### src/rtl/axis_img_source.sv
// rtl/axis_img_source.sv - AXI-Stream test image generator (h-ramp, v-ramp, checker, constant)
module axis_img_source #(
    parameter int DATA_WIDTH = 8,
    parameter int IMG_WIDTH  = 640,
    parameter int IMG_HEIGHT = 480,
    parameter int HBLANK     = 16,
    parameter int VBLANK     = 64
) (
    input  logic                  aclk,
    input  logic                  aresetn,
    input  logic                  enable,
    input  logic [1:0]            pattern_sel,
    input  logic [DATA_WIDTH-1:0] fill_value,
    output logic                  m_axis_tvalid,
    input  logic                  m_axis_tready,
    output logic [DATA_WIDTH-1:0] m_axis_tdata,
    output logic                  m_axis_tlast,
    output logic                  m_axis_tuser,
    output logic                  frame_done,
    output logic [15:0]           frame_cnt
);

    localparam int CW = 16;
    localparam logic [CW-1:0] ONE     = CW'(1);
    localparam logic [CW-1:0] X_LAST  = CW'(IMG_WIDTH - 1);
    localparam logic [CW-1:0] Y_LAST  = CW'(IMG_HEIGHT - 1);
    localparam logic [CW-1:0] HB_LAST = CW'((HBLANK > 0) ? HBLANK - 1 : 0);
    localparam logic [CW-1:0] VB_LAST = CW'((VBLANK > 0) ? VBLANK - 1 : 0);

    typedef enum logic [1:0] {S_IDLE, S_LINE, S_HBLANK, S_VBLANK} state_t;

    state_t                state_q, state_nx;
    logic [CW-1:0]         x_q, x_nx, y_q, y_nx, cnt_q, cnt_nx;
    logic [1:0]            pat_q, pat_nx;
    logic [DATA_WIDTH-1:0] fill_q, fill_nx;
    logic                  tvalid_nx, tlast_nx, tuser_nx, done_nx;
    logic [DATA_WIDTH-1:0] tdata_nx;
    logic [15:0]           fcnt_nx;
    logic                  load, start;

    function automatic logic [DATA_WIDTH-1:0] pixel(input logic [1:0] sel,
                                                     input logic [CW-1:0] px,
                                                     input logic [CW-1:0] py,
                                                     input logic [DATA_WIDTH-1:0] fill);
        case (sel)
            2'd0:    pixel = DATA_WIDTH'(px);
            2'd1:    pixel = DATA_WIDTH'(py);
            2'd2:    pixel = {DATA_WIDTH{px[3] ^ py[3]}};
            default: pixel = fill;
        endcase
    endfunction

    always_comb begin
        state_nx  = state_q;
        x_nx      = x_q;
        y_nx      = y_q;
        cnt_nx    = cnt_q;
        pat_nx    = pat_q;
        fill_nx   = fill_q;
        tvalid_nx = m_axis_tvalid;
        fcnt_nx   = frame_cnt;
        done_nx   = 1'b0;
        load      = 1'b0;
        start     = 1'b0;

        case (state_q)
            S_IDLE: begin
                if (enable) start = 1'b1;
            end
            S_LINE: begin
                if (m_axis_tready) begin
                    if (x_q == X_LAST) begin
                        x_nx = '0;
                        if (y_q == Y_LAST) begin
                            done_nx = 1'b1;
                            fcnt_nx = frame_cnt + 16'd1;
                            y_nx    = '0;
                            if (VBLANK == 0) begin
                                if (enable) begin
                                    start = 1'b1;
                                end else begin
                                    state_nx  = S_IDLE;
                                    tvalid_nx = 1'b0;
                                end
                            end else begin
                                state_nx  = S_VBLANK;
                                cnt_nx    = '0;
                                tvalid_nx = 1'b0;
                            end
                        end else begin
                            y_nx = y_q + ONE;
                            if (HBLANK == 0) begin
                                load = 1'b1;
                            end else begin
                                state_nx  = S_HBLANK;
                                cnt_nx    = '0;
                                tvalid_nx = 1'b0;
                            end
                        end
                    end else begin
                        x_nx = x_q + ONE;
                        load = 1'b1;
                    end
                end
            end
            S_HBLANK: begin
                if (cnt_q == HB_LAST) begin
                    state_nx  = S_LINE;
                    tvalid_nx = 1'b1;
                    load      = 1'b1;
                end else begin
                    cnt_nx = cnt_q + ONE;
                end
            end
            default: begin
                if (cnt_q == VB_LAST) begin
                    if (enable) start = 1'b1;
                    else        state_nx = S_IDLE;
                end else begin
                    cnt_nx = cnt_q + ONE;
                end
            end
        endcase

        // Frame start re-latches the pattern controls so mid-frame changes wait for the next frame
        if (start) begin
            state_nx  = S_LINE;
            x_nx      = '0;
            y_nx      = '0;
            pat_nx    = pattern_sel;
            fill_nx   = fill_value;
            tvalid_nx = 1'b1;
            load      = 1'b1;
        end

        tdata_nx = m_axis_tdata;
        tlast_nx = m_axis_tlast;
        tuser_nx = m_axis_tuser;
        if (load) begin
            tdata_nx = pixel(pat_nx, x_nx, y_nx, fill_nx);
            tlast_nx = (x_nx == X_LAST);
            tuser_nx = (x_nx == '0) && (y_nx == '0);
        end else if (!tvalid_nx) begin
            tlast_nx = 1'b0;
            tuser_nx = 1'b0;
        end
    end

    always_ff @(posedge aclk or negedge aresetn) begin
        if (!aresetn) begin
            state_q       <= S_IDLE;
            x_q           <= '0;
            y_q           <= '0;
            cnt_q         <= '0;
            pat_q         <= '0;
            fill_q        <= '0;
            m_axis_tvalid <= 1'b0;
            m_axis_tdata  <= '0;
            m_axis_tlast  <= 1'b0;
            m_axis_tuser  <= 1'b0;
            frame_done    <= 1'b0;
            frame_cnt     <= '0;
        end else begin
            state_q       <= state_nx;
            x_q           <= x_nx;
            y_q           <= y_nx;
            cnt_q         <= cnt_nx;
            pat_q         <= pat_nx;
            fill_q        <= fill_nx;
            m_axis_tvalid <= tvalid_nx;
            m_axis_tdata  <= tdata_nx;
            m_axis_tlast  <= tlast_nx;
            m_axis_tuser  <= tuser_nx;
            frame_done    <= done_nx;
            frame_cnt     <= fcnt_nx;
        end
    end

endmodule

### config.mk
export PLATFORM = sky130hd
export DESIGN_NAME = axis_img_source
export DESIGN_NICKNAME = d
export VERILOG_FILES = /design/src/rtl/axis_img_source.sv
export SDC_FILE = /design/constraint.sdc
export NUM_CORES = 1
export LEC_CHECK = 0
export CORE_UTILIZATION = 55
export CTS_BUF_LIST = sky130_fd_sc_hd__clkbuf_8
export CTS_CLUSTER_SIZE = 40
export DETAILED_ROUTE_END_ITERATION = 10
export PLACE_DENSITY = 0.76
export REMOVE_ABC_BUFFERS = 1
export SYNTH_ARGS = -nofsm -noshare
export SYNTH_HDL_FRONTEND = slang
export SYNTH_SLANG_ARGS = --single-unit
### constraint.sdc
create_clock -name aclk -period 6.1 [get_ports aclk]
set_input_delay 0.915 -clock aclk [delete_from_list [all_inputs] [get_ports aclk]]
set_output_delay 0.915 -clock aclk [all_outputs]
set_load 0.02 [all_outputs]
* After elaboration in Yosys (flattened, before gate mapping)
Cells that the tools add are included.
** Cells by class
- Add/sub/neg operators :: 4
- Eq/ne operators :: 19
- Mux-type cells :: 45
- Bitwise operators :: 2
- Reduce and logical (&&, ||, !) cells :: 10
** Operators by type and width (count)
- 16-bit 2-to-1 mux :: 13
- 16-bit by 1-bit adder with 16-bit output (second input constant) :: 4
- 16-bit case mux with 3 select lines :: 1
- 16-bit by 10-bit equality test with 1-bit output (second input constant) :: 2
- 16-bit logical NOT :: 2
- 8-bit case mux with 3 select lines :: 1
- 1-bit 2-to-1 mux :: 18
- 16-bit by 4-bit equality test with 1-bit output (second input constant) :: 1
- 16-bit by 6-bit equality test with 1-bit output (second input constant) :: 1
- 16-bit by 9-bit equality test with 1-bit output (second input constant) :: 1
- 2-bit 2-to-1 mux :: 7
- 3-bit != test (second input constant) :: 3
- 8-bit 2-to-1 mux :: 1
- 2-bit != test (second input constant) :: 4
- 1-bit case mux with 2 select lines :: 3
- 2-bit case mux with 3 select lines :: 1
- 6-bit AND reduction :: 1
- 5-bit AND reduction :: 1
- 2-bit by 1-bit equality test with 1-bit output (second input constant) :: 2
- 2-bit equality test (second input constant) :: 2
- 2-bit logical NOT :: 2
- 4-bit by 1-bit != test with 1-bit output (second input constant) :: 1
- 4-bit AND reduction :: 1
- 4-bit nonzero test :: 1
- other kinds (6) :: 6
** Word-level totals
- Register bits after elaboration :: 88
- Bits of input ports :: 14
- Output and inout bits :: 28
- Logic and storage cells :: 92

* Logic depth before layout (Yosys ltp)
- Word-level depth :: 9
- Mapped depth :: 11
- Mapped depth without buffers :: 9

* Worst setup path before layout
Ideal clock, no wire load.
- Kind :: input-to-reg
- Start :: input m_axis_tready
- End :: register m_axis_tuser
- Setup time :: 0.095 ns
- Arrival time :: 2.830 ns
- Required time :: 6.005 ns
- Slack :: 3.174 ns
- Stages :: 8
- Buffers on the path :: 1
- Path through :: and4_1 -> clkbuf_1 -> or3b_2 -> mux2i_1 -> o211ai_1 -> a2111oi_0 -> o21ai_0 -> o31ai_1
** On the way
- Cells in the longest elaborated chain, start to end :: 6
- Elaborated cells between the ends (all ways) :: 17
- Those cells by class :: 1 x eq/ne; 13 x mux; 3 x reduce/logical
** RTL lines
- start: declaration :: line 15 : input logic m_axis_tready,
- 16-bit 2-to-1 mux :: line 71 : if (m_axis_tready) begin
- 16-bit 2-to-1 mux :: line 66 : case (state_q)
- 16-bit 2-to-1 mux :: line 126 : if (start) begin
- 16-bit logical NOT :: line 142 : tuser_nx = (x_nx == '0) && (y_nx == '0);
- 1-bit logical AND :: line 142
- 1-bit 2-to-1 mux :: line 139 : if (load) begin
- end signal: assignment :: line 173 : m_axis_tuser <= tuser_nx;
- end: declaration :: line 18 : output logic m_axis_tuser,
Several ways; a longest one is shown, not always the timed one.
A chain may end at the register's enable or synchronous reset.

* Final worst setup path
- Start :: register cnt_q[0]
- End :: register m_axis_tuser
** On the way
- Cells in the longest elaborated chain, start to end :: 7
- Elaborated cells between the ends (all ways) :: 17
- Those cells by class :: 3 x eq/ne; 11 x mux; 3 x reduce/logical
** RTL lines
- start: declaration :: line 33 : logic [CW-1:0] x_q, x_nx, y_q, y_nx, cnt_q, cnt_nx;
- start signal: assignment :: line 167 : cnt_q <= cnt_nx;
- 16-bit by 6-bit equality test with 1-bit output :: line 116 : if (cnt_q == VB_LAST) begin
- 1-bit 2-to-1 mux :: line 116
- 1-bit case mux with 2 select lines :: line 66
- 16-bit 2-to-1 mux :: line 126
- via x_nx[7] :: line 33
- 16-bit logical NOT :: line 142
- 1-bit logical AND :: line 142
- 1-bit 2-to-1 mux :: line 139
The timed path passes the listed nets, and every way through them passes these cells.

==> metrics <==
Final Instance Area=0.00586 mm2; syn avg cell area=8.89 um2; worst vdd ir=0.136 mV; H-tree depth=3; Worst-Skew Late Latency=360 ps; Slew HR=27.0%; synth warn=0; DRT antenna net count=0; Placed Cells=707; first-pass GRT wire length=20100 um; Hold Buf Count CTS=0; row count=35; drt pass-1 iters=4; number of antenna violations at the first check in global routing=0; Post-Synth XOR/XNOR Area=7.42%; worst hold path depth=1; P_leak=2.45 nW; diode count=0; most common cell after layout, fill and taps aside=dfrtp_1; Tot Pwr=1.09 mW; Area Growth Syn to Fin=12.8%; core area=0.00920 mm2; skew final=around 11 ps; PwrDens=between 150 and 200 mW/mm2; # setup viols final=0; max-cap violations=0; Least-Margin Pin Slew=1090 ps; GPL Wtd Cong=0.865; Arr. time, crit path=4120 ps; CP cell instances=ha_1, nor4bb_1, nand4_1, a21oi_4, nor3_1, a2111oi_0, o21ai_0, o31ai_1; Sink Count=88; post-layout util=63.7%; vias post-DR=4476; Synth Area in Adders=1.93%; clk buf depth=2; crit path launch=cnt_q[0]$_DFFE_PN0P_; DR DRC count=0; final net count=629; die extent in y=around 99 um; Tcrit/Tclk final=62.9%; Die W=about 100 um; Worst path slowest cell=a21oi_4; mux share of post-synthesis cell area=roughly 1.4%; Via-to-Cell Ratio=6.19; Crit Path Class=flip-flop to flip-flop; Compound-Gate Fraction of Synth Area=~14%; routed len/inst=16.4 um; main combinational cell family by area after synthesis=simple AND/OR/NAND/NOR gates; RR Startpoint=cnt_q[0]$_DFFE_PN0P_; vias in the first global route=4253; unrepaired setup endpoints after global routing=false; fmax=approximately 260 MHz; Cells after Synth=584; Port Buffers=41; post-CTS setup repair buffer count=0; number of synthesized flops with an enable pin=0; global-route usage over all layers=25.6%; Req. time, crit path=6380 ps; Final Max Slew Viols=0; outcome=completed; Cell Area, Synth=0.00519 mm2; final global-route overflow total=0; total negative setup slack=0 ps; DRT iter0 DRCs=373; Max FO, Critical Path=38; CTS root buffer=clkbuf_8; top_reg_cell synth=dfrtp_1; layout cells sized above 1=6.54%; CTS resizes=0; CTS tree=yes; Area after DPL=0.00562 mm2; io pins=between 40 and 50; CTS buffer count=9; commonest cells after routing, fill and taps aside=88 x dfrtp_1, 79 x nand2_1, 58 x nor2_1; Seq/Total Area, Yosys=42.4%; Synth Area in Simple Gates=29.0%; Clock Pin Slew Worst Setup and Hold Paths=90 ps; Synth Register Bits=a little under 90; Worst Reg-to-Reg Cells=8; Async S/R FF share, synth=100%; Final min period=3840 ps; post-route insts no fill=723; slowest stage delay, CP=910 ps; Fin. Hold Viols=0; post-synth cell types=61; hold path startpoint=frame_cnt[15]$_DFFE_PN0P_; Fillers=800; DP Wirelength=about 8400 um; Startpoint Class=flip-flop; Post-Route WL=11900 um; largest net degree at the start of global routing=89; Critical Path Sink Type=flip-flop; initial cell density of the core=56.5%; Hold Crit Class=flip-flop to flip-flop; die area=0.00983 mm2
==> where the power goes <==
group / leakage, nW / internal [mW] / switching [mW] / total (mW)
Combinational: 1.14 / 0.00724 / 0.0127 / 0.0200
Clock: 0.122 / 0.274 / 0.217 / 0.490
Sequential: 1.19 / 0.583 / 0 / 0.583
==> critical path: cells and delay by family, from the launching register on <==
kind,cells,cell delay [ps]
flip-flops,1,400
adder cells (fa/ha/maj),1,200
AO/OA/AOI/OAI,4,2290
AND/OR/NAND/NOR,3,860
==> through the flow <==
stage	worst slack, ps	hold slack (ps)
after global routing	1870	512
final	2260	474
after floorplan	2420	440
after global placement	2100	454
after detailed placement	2030	459
after CTS	2320	481
==> cell usage after synthesis, types with 5 or more instances <==
cell type	number	area [um2]
or4_1	7	52.6
buf_2	8	40.0
o22ai_1	5	31.3
nand3_1	22	110
a21oi_1	24	120
nand4_1	22	138
xnor2_1	25	219
and3_1	9	56.3
or3_1	14	87.6
dfrtp_1	88	2200
a211oi_1	6	45.0
clkbuf_1	19	71.3
nand2_1	79	297
nor3_1	18	90.1
o21ai_0	32	160
inv_1	16	60.1
and4_1	9	78.8
nor2_1	58	218
mux2i_1	5	50.1
a221oi_1	5	43.8
and2_1	5	31.3
ha_1	8	100
nor4_1	7	43.8
o31ai_1	9	67.6
xor2_1	19	166
==> routing by layer <==
layer  routed length (um)  track usage, %
met5                    0               0
met4                  303            10.9
met3                  533            3.44
met2                 5590            42.4
met1                 5430            33.9
==> state kept, by name (all words and copies together) (netlist names) <==
register and count:
frame_done 1, frame_cnt 16, m_axis_tlast 1, m_axis_tdata 8, x_q 16, y_q 16
m_axis_tvalid 1, fill_q 8, cnt_q 16, state_q 2, pat_q 2, m_axis_tuser 1
==> cells by family (layout without fill, tap and decap cells) <==
family	after synthesis	in the layout
compound gates	112	112
xor+xnor	44	44
fa+ha+maj	8	8
buf+inv	46	74
flops	88	88
mux	7	7
simple gates	279	279
==> final cells by class <==
cell class                 instances  area [um2]  share of cell area (%)
multi-input combinational        450        2800                    47.8
sequential                        88        2200                    37.6
timing repair buffer              42         415                    7.09
tap                              111         139                    2.37
clock buffer                       9         124                    2.11
clock inverter                     7         119                    2.03
inverter                          16        60.1                    1.02
==> final timing paths <==
path,end,slack (ps)
min,frame_cnt[15]$_DFFE_PN0P_,470
max in group asynchronous,x_q[6]$_DFF_PN0_,4650
min in group asynchronous,cnt_q[7]$_DFFE_PN0P_,710
min reg2reg,frame_cnt[15]$_DFFE_PN0P_,470
max reg2reg,m_axis_tuser$_DFFE_PN0P_,2260
max,m_axis_tuser$_DFFE_PN0P_,2260
No activity file was read; power rests on OpenSTA's default activity.
